$ cat config.mk
export PLATFORM = sky130hd
export DESIGN_NAME = camera_pixel_packer
export DESIGN_NICKNAME = d
export VERILOG_FILES = /design/src/rtl/cam_pkg.sv /design/src/rtl/cam_sync_edge.sv /design/src/rtl/camera_pixel_packer.sv
export SDC_FILE = /design/constraint.sdc
export NUM_CORES = 1
export LEC_CHECK = 0
export CAP_MARGIN = 20
export CORE_MARGIN = 2
export CORE_UTILIZATION = 60
export CTS_BUF_LIST = sky130_fd_sc_hd__clkbuf_8
export CTS_CLUSTER_DIAMETER = 30
export DETAILED_ROUTE_END_ITERATION = 12
export MAX_ROUTING_LAYER = met4
export PLACE_DENSITY_LB_ADDON = 0.3
export SLEW_MARGIN = 20
export SYNTH_ARGS = -nofsm -noshare
export SYNTH_HDL_FRONTEND = slang
export SYNTH_SLANG_ARGS = --single-unit
$ cat constraint.sdc
create_clock -name slow_clk -period 7.94 [get_ports slow_clk]
set_clock_uncertainty 0.2 [all_clocks]
set_input_delay 0.794 -clock slow_clk [delete_from_list [all_inputs] [get_ports slow_clk]]
set_output_delay 0.794 -clock slow_clk [all_outputs]
set_load 0.01 [all_outputs]
$ cat src/rtl/cam_pkg.sv
// Shared constants and FSM encoding for the camera pixel packer.
// Pixel width is fixed at 16 bits (RGB565).
package cam_pkg;
  localparam int N            = 256;
  localparam int PIX_W        = 16;
  localparam int PIX_PER_WORD = N / PIX_W;
  localparam int H_ACTIVE     = 640;
  localparam int V_ACTIVE     = 480;

  typedef enum logic [1:0] {
    WAIT_VSYNC,
    WAIT_FRAME,
    ACTIVE
  } cam_state_e;
endpackage

$ cat src/rtl/cam_sync_edge.sv
// Registers camera vsync/href and derives edge strobes
// against the live inputs.
module cam_sync_edge (
  input  logic slow_clk,
  input  logic rst_slow,
  input  logic vsync,
  input  logic href,
  output logic vsync_fall,
  output logic href_q,
  output logic href_fall
);
  logic vsync_q;

  always_ff @(posedge slow_clk) begin
    if (rst_slow) begin
      vsync_q <= 1'b0;
      href_q  <= 1'b0;
    end else begin
      vsync_q <= vsync;
      href_q  <= href;
    end
  end

  assign vsync_fall = vsync_q & ~vsync;
  assign href_fall  = href_q & ~href;
endmodule

$ cat src/rtl/camera_pixel_packer.sv
// Packs RGB565 camera pixels into wide words for the CDC FIFO.
// Define CAM_TEST_PATTERN_EN to replace pixels with {line, column}.
module camera_pixel_packer
  import cam_pkg::*;
#(
  parameter int N        = cam_pkg::N,
  parameter int PIX_W    = cam_pkg::PIX_W,
  parameter int H_ACTIVE = cam_pkg::H_ACTIVE,
  parameter int V_ACTIVE = cam_pkg::V_ACTIVE
) (
  input  logic         slow_clk,
  input  logic         rst_slow,
  input  logic         cam_vsync,
  input  logic         cam_href,
  input  logic         cam_byte_valid,
  input  logic [7:0]   cam_data,
  input  logic         fifo_full,
  output logic [N-1:0] data_out,
  output logic         wr_clk_en,
  output logic         frame_start,
  output logic         frame_done,
  output logic [9:0]   line_cnt,
  output logic         overflow,
  output logic         frame_err
);
  localparam int PPW    = N / PIX_W;
  localparam int SLOT_W = $clog2(PPW);

  cam_state_e state_q, state_d;

  logic             vsync_fall;
  logic             href_q;
  logic             href_fall;
  logic             phase_q;
  logic [7:0]       hi_q;
  logic [9:0]       pix_count;
  logic [N-1:0]     word_buf;
  logic [N-1:0]     word_nxt;
  logic [PIX_W-1:0] pix;
  logic [SLOT_W-1:0] slot;
  logic             emit_pend;
  logic             mid_line;

  cam_sync_edge u_edge (
    .slow_clk   (slow_clk),
    .rst_slow   (rst_slow),
    .vsync      (cam_vsync),
    .href       (cam_href),
    .vsync_fall (vsync_fall),
    .href_q     (href_q),
    .href_fall  (href_fall)
  );

  assign slot     = pix_count[SLOT_W-1:0];
  assign mid_line = href_q | phase_q | (pix_count != 10'd0);

`ifdef CAM_TEST_PATTERN_EN
  assign pix = PIX_W'({line_cnt[5:0], pix_count});
`else
  assign pix = PIX_W'({hi_q, cam_data});
`endif

  always_comb begin
    word_nxt = word_buf;
    word_nxt[slot*PIX_W +: PIX_W] = pix;
  end

  // Full is judged in the cycle the word is presented; no back-pressure.
  assign wr_clk_en = emit_pend & ~fifo_full;

  always_ff @(posedge slow_clk) begin
    if (rst_slow) state_q <= WAIT_VSYNC;
    else          state_q <= state_d;
  end

  always_comb begin
    state_d = state_q;
    unique case (state_q)
      WAIT_VSYNC: if (cam_vsync)  state_d = WAIT_FRAME;
      WAIT_FRAME: if (vsync_fall) state_d = ACTIVE;
      ACTIVE:     if (cam_vsync)  state_d = WAIT_FRAME;
      default:                    state_d = WAIT_VSYNC;
    endcase
  end

  always_ff @(posedge slow_clk) begin
    if (rst_slow) begin
      data_out    <= '0;
      frame_start <= 1'b0;
      frame_done  <= 1'b0;
      line_cnt    <= '0;
      overflow    <= 1'b0;
      frame_err   <= 1'b0;
      phase_q     <= 1'b0;
      hi_q        <= '0;
      pix_count   <= '0;
      word_buf    <= '0;
      emit_pend   <= 1'b0;
    end else begin
      frame_start <= 1'b0;
      frame_done  <= 1'b0;
      emit_pend   <= 1'b0;
      if (emit_pend && fifo_full) overflow <= 1'b1;
      unique case (state_q)
        WAIT_FRAME: begin
          if (vsync_fall) begin
            frame_start <= 1'b1;
            line_cnt    <= '0;
            phase_q     <= 1'b0;
            pix_count   <= '0;
            word_buf    <= '0;
          end
        end
        ACTIVE: begin
          if (cam_vsync) begin
            frame_done <= 1'b1;
            if (mid_line || line_cnt != 10'(V_ACTIVE)) frame_err <= 1'b1;
            phase_q   <= 1'b0;
            pix_count <= '0;
            word_buf  <= '0;
          end else if (href_fall) begin
            if (line_cnt != 10'h3FF) line_cnt <= line_cnt + 10'd1;
            if (pix_count != 10'(H_ACTIVE) || phase_q) frame_err <= 1'b1;
            if (slot != '0) begin
              data_out  <= word_buf;
              emit_pend <= 1'b1;
            end
            phase_q   <= 1'b0;
            pix_count <= '0;
            word_buf  <= '0;
          end else if (cam_href && cam_byte_valid) begin
            if (!phase_q) begin
              hi_q    <= cam_data;
              phase_q <= 1'b1;
            end else begin
              phase_q   <= 1'b0;
              pix_count <= pix_count + 10'd1;
              if (slot == SLOT_W'(PPW - 1)) begin
                data_out  <= word_nxt;
                emit_pend <= 1'b1;
                word_buf  <= '0;
              end else begin
                word_buf <= word_nxt;
              end
            end
          end
        end
        default: ;
      endcase
    end
  end
endmodule
==> impl_metrics.ini <==
[run_status]
status = complete, no violations

[timing]
period_minus_slack_ns = 4.34
hold_viol_final = 0
maxSlewViolCount = 0
slew_headroom = 0.283
fin_crit_sh = 0.546
fin_setup_tns_ns = 0
setup_viol = 0
tightest_slew_ns = 1.07
max_freq_mhz = 231
rsz0062_at_grt = false

[critical_path]
start_kind = flip-flop
reg2regPathDepth = 9
reg2reg_slack_ns = 3.60
crit_chain = buf_4 > inv_1 > ha_1 > nand2_1 > a2111oi_4 > buf_4 > nand2_1 > a221oi_1 > nor3_1
required_ns = 8.23
cp-end-kind = flip-flop
path_buf_inv = 3
cp.arrival_ns = 4.62
crit_slowest_cell = ha_1
crit_family = buffers and inverters
slowest_delay_ns = 0.80
cp_num_cells = 9
critical_path_class = flip-flop to flip-flop
critPathMaxFanout = 51

[flow_run]
max-cap-violations = 0

[global_routing]
grt_usage = 0.355
grt_pass1_wl_mm = 107
grt_max_degree = 158
grt_pass1_vias = 19300
gr-total-overflow = 0
antenna_found_initial = 1

[cells_and_area]
drive_gt1_frac = 0.0964
fin_nets = 2621
area_delta_synth_final_pct = 21.3
antennaDiodeCount = 0
fillCellCount = 2600
fin_util = 0.740
final_area_mm2 = 0.0272

[floorplan]
start_util = 0.610
num_io_pins = 285
chipHeight_um = 197
die-area_mm2 = 0.0389
num_rows = 70
core-area_mm2 = 0.0367
die_x_um = 197

[logic_synthesis]
synth_top_area_cell = dfxtp_1
syn_inst = 2431
netlist_area_mm2 = 0.0224
synth_area_leaders = dfxtp_1, nor3_1, a211oi_1
ys_seq_area_frac = 0.492
syn_nets = 2453
synth_seq_cells = 550
yosysTopAreaCellShare = 0.492
synthArstFlopShare = 0
ys.warnings.count = 0
synthFlopType = dfxtp_1
syn_area_per_cell_um2 = 9.21
synth_cell_types = 67
synth_edf_count = 0

[cts]
clock_latency_ns = 0.65
cts_inserted_buffers = 95
cts_buffer_depth = 3
post_cts_buffers = 0
htree_levels = 3
clock-root-buffer = clkbuf_8
cts.clk_slew.worst_paths_ns = 0.06
cts_tree = done
cts_hold_buf = 0
cts_sinks = 550
post_cts_resized = 0

[routing]
drtIter0Drc = 2207
wire_per_inst_um = 21.9
drt_first_pass_iters = 5
route.detailed.drc = 0
vias = 20500
routed_wl_mm = 68.8
vias_per_cell = 6.53
postRouteAntennaNets = 0

[power_and_ir_drop]
finalPower_mw = 5.71
powerDensity_mw_per_mm2 = 210
power.leakage_nw = 9.37
peakVddDrop_v = 0.000141

[hold_path]
min_path_cells = 1
hp-class = flip-flop to flip-flop

[placed_design]
portBuffers = 284
dpl.hpwl_mm = 43.5
place_congestion = 0.924
placed_cell_area_mm2 = 0.0250
## area by class of cell
cell class,count,area (um2),area share
multi-input cells,1616,10300,0.379
well taps,468,586,0.0215
clock buffers,115,1580,0.0582
repair buffers,309,3050,0.112
flip-flops and latches,550,11000,0.405
clock inverters,59,537,0.0198
inverters,27,101,0.00373
## where the power goes
part           switching, mW  total [mW]  leakage [nW]  internal, mW
sequential           0.00111        2.76          4.43          2.76
combinational          0.121       0.146          3.80        0.0256
clock                   1.18        2.80          1.14          1.62
total                   1.30        5.71          9.37          4.40
## synthesized netlist by cell type, types with 22 or more instances
cell type,n
a211oi_1,190
a221oi_1,54
a22o_1,57
a32o_1,46
buf_1,22
buf_2,46
clkbuf_1,158
dfxtp_1,550
inv_1,27
mux2i_1,28
nand2_1,76
nand2b_1,22
nand3_1,37
nor2_1,374
nor2b_1,24
nor3_1,374
o2bb2ai_1,113
o2bb2ai_2,40
## cells by family (layout without fill, tap and decap cells)
logic type               Yosys count  after routing  synth area share
flip-flops                       550            550             0.492
multiplexers                      28             28            0.0125
AO/OA/AOI/OAI                    581            581             0.231
AND/OR/NAND/NOR                  987            987             0.206
buffers and inverters            265            510            0.0507
adder cells (fa/ha/maj)            8              8           0.00447
XOR/XNOR                          12             12           0.00469
## state kept, by name, summed over array words and instances, names as in the netlist, 2 cells and up
| signal | cells |
|---|---|
| word_buf | 256 |
| state_q | 2 |
| data_out | 256 |
| pix_count | 10 |
| line_cnt | 10 |
| hi_q | 8 |
## path summary, 6_finish.rpt
kind           startpoint           end
min reg2reg  word_buf[91]  word_buf[91]
max          pix_count[0]  data_out[18]
max reg2reg  pix_count[0]  data_out[18]
min          word_buf[91]  word_buf[91]
## stage by stage
step / hold WS, ns / instances / worst slack (ns)
floorplan: 0.232 / 2431 / 4.74
global placement: 0.244 / 2970 / 3.38
detailed placement: 0.246 / 2970 / 3.22
CTS: 0.264 / 3144 / 3.60
global route: 0.276 / 3144 / 3.27
finish: 0.265 / 3144 / 3.60
## worst reg2reg max path, cell delays in order (launching register included)
cell       delay [ns]
dfxtp_1          0.31
buf_4            0.33
inv_1            0.23
ha_1             0.80
nand2_1          0.23
a2111oi_4        0.35
buf_4            0.52
nand2_1          0.52
a221oi_1         0.61
nor3_1           0.09
## routing by layer
layer / part of all wire / global-route usage / vias up
li1: - / - / 9326
met1: 0.41 / 0.472 / 9826
met2: 0.46 / 0.537 / 1222
met3: 0.097 / 0.0620 / 165
met4: 0.036 / 0.145 / 0
met5: 0 / - / -
## placed cells by master, fill, tap and decap left out, types with 3 or more instances in the layout
| cell | instances |
|---|---|
| o2111ai_2 | 3 |
| buf_4 | 22 |
| xor2_1 | 10 |
| mux2i_1 | 28 |
| a22o_1 | 57 |
| nor2b_1 | 23 |
| a211oi_1 | 190 |
| dfxtp_1 | 550 |
| inv_1 | 50 |
| a221oi_1 | 54 |
| o21ai_1 | 3 |
| nor2_1 | 373 |
| nor3_1 | 374 |
| nand4_1 | 13 |
| clkbuf_8 | 116 |
| o21ai_2 | 10 |
| a2111oi_4 | 3 |
| nand2_1 | 76 |
| o2bb2ai_2 | 40 |
| clkdlybuf4s50_1 | 283 |
| clkinv_2 | 11 |
| nand2b_1 | 21 |
| nand3_1 | 37 |
| nor4_1 | 3 |
| bufinv_16 | 9 |
| a311oi_1 | 14 |
| clkinvlp_4 | 12 |
| o21ai_4 | 8 |
| and2_1 | 21 |
| or4_1 | 4 |
| and3_1 | 12 |
| and3b_1 | 3 |
| or3_1 | 5 |
| a32o_1 | 46 |
| a21oi_1 | 14 |
| clkinv_4 | 4 |
| o21ai_0 | 12 |
| ha_1 | 8 |
| o2bb2ai_1 | 113 |
Power figures use the tool's default switching activity.
